[src/rtl/conv_pkg.sv]
// Shared definitions for the convolutional stimulus generator: default code
// parameters, the frame FSM state type and the rate-1/2 parity function.
package conv_pkg;

  localparam int         KMAX    = 9;
  localparam int         K_DFLT  = 9;
  localparam logic [8:0] G0_DFLT = 9'o753;
  localparam logic [8:0] G1_DFLT = 9'o561;
  localparam int         WD_CODE = 2;

  typedef enum logic [1:0] {
    IDLE = 2'd0,
    DATA = 2'd1,
    TAIL = 2'd2,
    DONE = 2'd3
  } state_e;

  // Both generators are applied to the same window v = {d, sr}; bit 1 of the
  // symbol comes from g0 and bit 0 from g1. Unused upper bits must be zero.
  function automatic logic [WD_CODE-1:0] conv_sym(input logic [KMAX-1:0] v,
                                                  input logic [KMAX-1:0] g0,
                                                  input logic [KMAX-1:0] g1);
    conv_sym = {^(v & g0), ^(v & g1)};
  endfunction

endpackage

[src/rtl/conv_enc_core.sv]
// Rate-1/2 convolutional encoder core: K-1 bit shift register plus the two
// parity outputs for the current input bit.
module conv_enc_core #(
  parameter int         K  = conv_pkg::K_DFLT,
  parameter logic [8:0] G0 = conv_pkg::G0_DFLT,
  parameter logic [8:0] G1 = conv_pkg::G1_DFLT
) (
  input  logic       CLOCK,
  input  logic       Reset,
  input  logic       clear,
  input  logic       advance,
  input  logic       d,
  output logic [1:0] sym
);
  import conv_pkg::*;

  logic [K-2:0]    sr_q, sr_d;
  logic [KMAX-1:0] win;
  logic [KMAX-1:0] g0_m;
  logic [KMAX-1:0] g1_m;

  // Next shift-register value: clear on frame start, shift newest bit in at the top on accept.
  always_comb begin
    sr_d = sr_q;
    if (clear) begin
      sr_d = '0;
    end else if (advance) begin
      sr_d = {d, sr_q[K-2:1]};
    end
  end

  // Shift register state.
  always_ff @(posedge CLOCK) begin
    if (!Reset) begin
      sr_q <= '0;
    end else begin
      sr_q <= sr_d;
    end
  end

  // Parity window with the current input in bit K-1; generators trimmed to K taps.
  always_comb begin
    win          = '0;
    g0_m         = '0;
    g1_m         = '0;
    win[K-1:0]   = {d, sr_q};
    g0_m[K-1:0]  = G0[K-1:0];
    g1_m[K-1:0]  = G1[K-1:0];
    sym          = conv_sym(win, g0_m, g1_m);
  end

endmodule

[src/rtl/conv_stim_gen.sv]
// Stimulus source for the Viterbi path: LFSR information bits, rate-1/2
// convolutional encoding with zero tail, and periodic channel-error injection.
module conv_stim_gen #(
  parameter int          K         = conv_pkg::K_DFLT,
  parameter logic [8:0]  G0        = conv_pkg::G0_DFLT,
  parameter logic [8:0]  G1        = conv_pkg::G1_DFLT,
  parameter int          WD_CODE   = conv_pkg::WD_CODE,
  parameter int          FRAME_LEN = 64,
  parameter logic [15:0] LFSR_SEED = 16'hACE1
) (
  input  logic               CLOCK,
  input  logic               Reset,
  input  logic               Start,
  input  logic               ErrEn,
  input  logic [7:0]         ErrPeriod,
  input  logic [WD_CODE-1:0] ErrMask,
  input  logic               Ready,
  output logic               Valid,
  output logic [WD_CODE-1:0] Code,
  output logic [WD_CODE-1:0] CleanCode,
  output logic               DataBit,
  output logic               Busy,
  output logic               Done,
  output logic [15:0]        ErrCount
);
  import conv_pkg::*;

  localparam int TOTAL = FRAME_LEN + K - 1;
  localparam int CNT_W = $clog2(TOTAL + 1);

  state_e             state_q, state_d;
  logic [CNT_W-1:0]   cnt_q, cnt_d;
  logic [7:0]         phase_q, phase_d;
  logic [15:0]        lfsr_q, lfsr_d;
  logic [15:0]        err_cnt_q, err_cnt_d;
  logic               err_en_q, err_en_d;
  logic [7:0]         err_per_q;
  logic [WD_CODE-1:0] err_mask_q;

  logic               active;
  logic               in_data;
  logic               start_ok;
  logic               accept;
  logic               inject;
  logic               last_data;
  logic               last_tail;
  logic               d_bit;
  logic [1:0]         enc_sym;

  assign active    = (state_q == DATA) || (state_q == TAIL);
  assign in_data   = (state_q == DATA);
  assign start_ok  = (state_q == IDLE) && Start;
  assign accept    = active && Ready;
  assign d_bit     = in_data & lfsr_q[0];
  assign last_data = (cnt_q == CNT_W'(FRAME_LEN - 1));
  assign last_tail = (cnt_q == CNT_W'(TOTAL - 1));
  // Injection depends only on registered phase and latched configuration.
  assign inject    = err_en_q && (err_per_q != 8'd0) && (phase_q == err_per_q - 8'd1);

  conv_enc_core #(
    .K  (K),
    .G0 (G0),
    .G1 (G1)
  ) u_enc (
    .CLOCK   (CLOCK),
    .Reset   (Reset),
    .clear   (start_ok),
    .advance (accept),
    .d       (d_bit),
    .sym     (enc_sym)
  );

  // Frame sequencing: data symbols, then K-1 tail symbols, then a single Done cycle.
  always_comb begin
    state_d = state_q;
    case (state_q)
      IDLE:    if (Start) state_d = DATA;
      DATA:    if (accept && last_data) state_d = TAIL;
      TAIL:    if (accept && last_tail) state_d = DONE;
      DONE:    state_d = IDLE;
      default: state_d = IDLE;
    endcase
  end

  // Symbol/phase counters, LFSR advance and saturating injected-symbol count.
  always_comb begin
    cnt_d     = cnt_q;
    phase_d   = phase_q;
    lfsr_d    = lfsr_q;
    err_cnt_d = err_cnt_q;
    err_en_d  = err_en_q;
    if (start_ok) begin
      cnt_d    = '0;
      phase_d  = 8'd0;
      err_en_d = ErrEn;
    end else if (accept) begin
      cnt_d   = cnt_q + CNT_W'(1);
      phase_d = (phase_q == err_per_q - 8'd1) ? 8'd0 : phase_q + 8'd1;
      if (in_data) begin
        lfsr_d = {lfsr_q[0] ^ lfsr_q[2] ^ lfsr_q[3] ^ lfsr_q[5], lfsr_q[15:1]};
      end
      if (inject && (err_mask_q != '0) && (err_cnt_q != 16'hFFFF)) begin
        err_cnt_d = err_cnt_q + 16'd1;
      end
    end
  end

  // Control state; the LFSR reseeds only here so frames continue the sequence.
  always_ff @(posedge CLOCK) begin
    if (!Reset) begin
      state_q   <= IDLE;
      cnt_q     <= '0;
      phase_q   <= 8'd0;
      lfsr_q    <= LFSR_SEED;
      err_cnt_q <= 16'd0;
      err_en_q  <= 1'b0;
    end else begin
      state_q   <= state_d;
      cnt_q     <= cnt_d;
      phase_q   <= phase_d;
      lfsr_q    <= lfsr_d;
      err_cnt_q <= err_cnt_d;
      err_en_q  <= err_en_d;
    end
  end

  // Injection period and mask are captured at frame start and held for the frame.
  always_ff @(posedge CLOCK) begin
    if (start_ok) begin
      err_per_q  <= ErrPeriod;
      err_mask_q <= ErrMask;
    end
  end

  // Outputs decode registered state only, so nothing depends on Ready combinationally.
  always_comb begin
    Valid     = active;
    Busy      = active;
    Done      = (state_q == DONE);
    DataBit   = d_bit;
    CleanCode = active ? enc_sym : '0;
    Code      = CleanCode ^ ((active && inject) ? err_mask_q : '0);
    ErrCount  = err_cnt_q;
  end

endmodule
[config.mk]
export PLATFORM = sky130hd
export DESIGN_NAME = conv_stim_gen
export DESIGN_NICKNAME = d
export VERILOG_FILES = /design/src/rtl/conv_pkg.sv /design/src/rtl/conv_enc_core.sv /design/src/rtl/conv_stim_gen.sv
export SDC_FILE = /design/constraint.sdc
export NUM_CORES = 1
export LEC_CHECK = 0
export CAP_MARGIN = 10
export CORE_ASPECT_RATIO = 1.75
export CORE_MARGIN = 1.5
export CORE_UTILIZATION = 42
export DETAILED_ROUTE_END_ITERATION = 10
export SETUP_SLACK_MARGIN = 0.2
export SLEW_MARGIN = 10
export SYNTH_ARGS = -nofsm -noshare
export SYNTH_HDL_FRONTEND = slang
export SYNTH_SLANG_ARGS = --single-unit
[constraint.sdc]
create_clock -name CLOCK -period 3.4 [get_ports CLOCK]
set_input_delay 1.02 -clock CLOCK [delete_from_list [all_inputs] [get_ports CLOCK]]
set_output_delay 1.02 -clock CLOCK [all_outputs]
set_load 0.005 [all_outputs]
==> metrics <==
die area 0.00861 mm^2; mean area per synthesized cell 8.75 um^2; family with the most delay on the worst path buffers and inverters; Rows 43; Hold Buf Count CTS 0; min-delay src lfsr_q[13]$_SDFFE_PN1P_; aggregate global routing overflow 0; Total Routing Usage GR 0.185; crit-path cells inv_2, ha_4, buf_6, buf_6, xor2_4, xnor2_2, nand3_2, o32ai_4, buf_6, nand3_2, mux2_4, buf_6; Crit Path Max Fanout 4; Syn Inst Count 386; Vias 2903; Max clock buf depth 2; Hold Crit Depth 2; Hold WC Path Type reg2reg; EDFF count, synth 10; cts bufs inserted 9; Worst Slack Setup Final -297 ps; FFs w/ async S/R, synth 0; Initial Util 0.430; largest net degree at the start of global routing 24; H-tree levels 3; # IOs 39; post-synthesis register bit count 68; worst slew pin tran 727 ps; root buf cell clkbuf_16; Slowest-stage cell, CP edfxtp_1; hold endpoint lfsr_q[12]$_SDFFE_PN0P_; maximum clock rate 271 MHz; vias per inst 5.40; Tot Pwr 2.56 mW; final hold vios 0; synth unique cells 50; clock skew 8.95 ps; Crit. End Element primary output; Syn-to-layout area delta 29.0%; Core ar. 0.00786 mm^2; drc violations 0; Routed WL 7760 um; Initial DRT Pass Iterations 4; CTS tree built; initial DRC count 187; fin crit period 3700 ps; worst r2r path cells 12; first-pass GRT wire length 12500 um; failing checks negative setup slack; CP arrival 2680 ps; chip width 70.8 um; Leak 1.61 nW; FF-to-FF End ErrCount[5]$_SDFFE_PN0P_; share of cells above drive strength 1 0.150; WL/cell 14.4 um; Routed Antenna Nets 0; Final Wtd Congestion 0.850; Reg2Reg Setup Slack 520 ps; register area share after synthesis 0.433; Max-Cap Viols 0; Slew Limit Fails 0; CP Class reg2out; Largest stage delay, worst path 360 ps; Worst-path clk slew 50 ps; RSZ-0062 raised after global routing true; Die Ht 122 um; Antenna Cells 0; endpoints failing setup 2; pwr dens 588 mW/mm^2; reg2reg start err_per_q[1]$_DFFE_PP_; CTS Sinks 68; crit start category flip-flop; Skew-Pair Late Insertion Delay 330 ps; yosys warns 0; Cell Area, Synth 0.00338 mm^2; Critical Path RT 2380 ps; Buf/Inv on CP 5; cell repeated most along the worst path buf_6; setup tns final -561 ps; Synth Flop Type dfxtp_1; hold_ws 450 ps; DP HPWL 5350 um; final net count 469; Post-Syn Nets 412; Max-slew headroom 0.515; PortBufs 38; VDD IR-drop max 0.444 mV; Filler Cells Inserted 727; vias in the first global route 2702; run status finished with violations; antenna violations before repair 0; final period utilization 1.09
what timing repair did:
item / CTS / global route
endpoints found under the setup margin: 4 / 4
resized for setup: 23 / 12
pin swaps: 8 / 6
setup buffers: 7 / 2
hold endpoints to repair: 0 / 0
routing by layer:
metal  vias up  wire length (um)  track usage
met5         -                 0            0
met4         0               230        0.103
met3        21               372       0.0414
met2        79              4010        0.316
met1      1353              3150        0.210
li1       1450                 -            -
cell type report:
| cell class | count | area (um^2) | share of cell area |
|---|---|---|---|
| Multi-Input combinational cell | 289 | 1890 | 0.435 |
| Sequential cell | 68 | 1460 | 0.336 |
| Timing Repair Buffer | 63 | 577 | 0.132 |
| Clock buffer | 14 | 254 | 0.0583 |
| Tap cell | 90 | 113 | 0.0258 |
| Inverter | 12 | 45.0 | 0.0103 |
| Clock inverter | 2 | 11.3 | 0.00258 |
metrics by stage:
step / setup slack (ps) / cell area [um^2] / utilization / instances
finish: -297 / 4360 / 0.555 / 538
global route: -431 / 4360 / 0.555 / 538
CTS: -236 / 4270 / 0.544 / 536
detailed placement: -219 / 3920 / 0.499 / 513
global placement: -164 / 3920 / 0.499 / 513
floorplan: 213 / 3390 / - / 386
kinds of logic (layout without fill, tap and decap cells):
| group | after synthesis | count (layout) | share of synthesized area |
|---|---|---|---|
| flip-flops | 68 | 68 | 0.433 |
| AND/OR/NAND/NOR | 174 | 174 | 0.252 |
| AO/OA/AOI/OAI | 62 | 62 | 0.121 |
| XOR/XNOR | 33 | 33 | 0.0896 |
| adder cells (fa/ha/maj) | 11 | 11 | 0.0407 |
| buffers and inverters | 29 | 91 | 0.0370 |
| multiplexers | 9 | 9 | 0.0274 |
power by group:
| part | total, mW | internal (mW) | switching [mW] |
|---|---|---|---|
| clock network | 0.841 | 0.513 | 0.328 |
| registers | 0.966 | 0.899 | 0.0671 |
| logic | 0.756 | 0.360 | 0.396 |
flip-flops by register name, indices dropped and copies added, names as in the netlist:
signal / count
ErrCount: 16
cnt_q: 7
err_en_q: 1
err_mask_q: 2
err_per_q: 8
lfsr_q: 16
phase_q: 8
state_q: 2
u_enc.sr_q: 8
layout by cell type, fill, tap and decap left out, types with 2 or more instances in the layout:
cell type | netlist | routed
nand2_1 | 75 | 74
a21oi_1 | 32 | 32
and2_1 | 5 | 5
dfxtp_1 | 58 | 56
or4_1 | 6 | 6
buf_4 | 1 | 21
inv_1 | 12 | 9
buf_6 | 1 | 5
dlygate4sd2_1 | 0 | 2
xnor2_1 | 19 | 16
o21ai_0 | 6 | 6
xnor2_2 | 0 | 3
clkdlybuf4s50_1 | 0 | 34
a21o_1 | 2 | 2
nand3_1 | 18 | 16
nand2b_1 | 6 | 6
o211ai_1 | 2 | 2
nor2_1 | 22 | 22
nand3_2 | 0 | 2
nand2_2 | 1 | 2
clkbuf_1 | 10 | 4
nand4_1 | 11 | 11
mux2i_1 | 7 | 7
dfxtp_2 | 0 | 2
nor3_1 | 3 | 3
o21bai_1 | 2 | 2
inv_2 | 0 | 3
nor2b_1 | 3 | 3
ha_1 | 11 | 9
o31ai_1 | 6 | 6
nor3b_1 | 6 | 5
edfxtp_1 | 10 | 10
xor2_1 | 13 | 12
clkbuf_16 | 0 | 9
or3_1 | 6 | 6
and3_1 | 7 | 7
how the worst max path moves through the flow:
stage                                       from  endpoint  slack [ps]  depth (start not counted)
after global placement    err_per_q[0]$_DFFE_PP_   Code[1]        -160                          9
after CTS                 err_per_q[1]$_DFFE_PP_   Code[1]        -240                         12
final                     err_per_q[1]$_DFFE_PP_   Code[0]        -300                         12
after floorplan           err_per_q[0]$_DFFE_PP_   Code[0]         210                          8
after global routing      err_per_q[1]$_DFFE_PP_   Code[0]        -430                         12
after detailed placement  err_per_q[1]$_DFFE_PP_   Code[0]        -220                          9
Yosys cell counts (2+ instances only):
master	count	share of area
a21o_1	2	0.0044
a21oi_1	32	0.047
and2_1	5	0.0093
and3_1	7	0.013
buf_2	4	0.0059
clkbuf_1	10	0.011
dfxtp_1	58	0.34
edfxtp_1	10	0.089
ha_1	11	0.041
inv_1	12	0.013
mux2_2	2	0.0067
mux2i_1	7	0.021
nand2_1	75	0.083
nand2b_1	6	0.011
nand3_1	18	0.027
nand4_1	11	0.020
nor2_1	22	0.024
nor2b_1	3	0.0056
nor3_1	3	0.0044
nor3b_1	6	0.013
o211ai_1	2	0.0044
o21ai_0	6	0.0089
o21bai_1	2	0.0044
o31ai_1	6	0.013
or3_1	6	0.011
or4_1	6	0.013
xnor2_1	19	0.049
xor2_1	13	0.034
worst min-delay path, cell delays in order, from the launching register on:
cell	delay, ps
dfxtp_1	300
nand2_1	50
a21oi_1	50
Power figures use the tool's default switching activity.
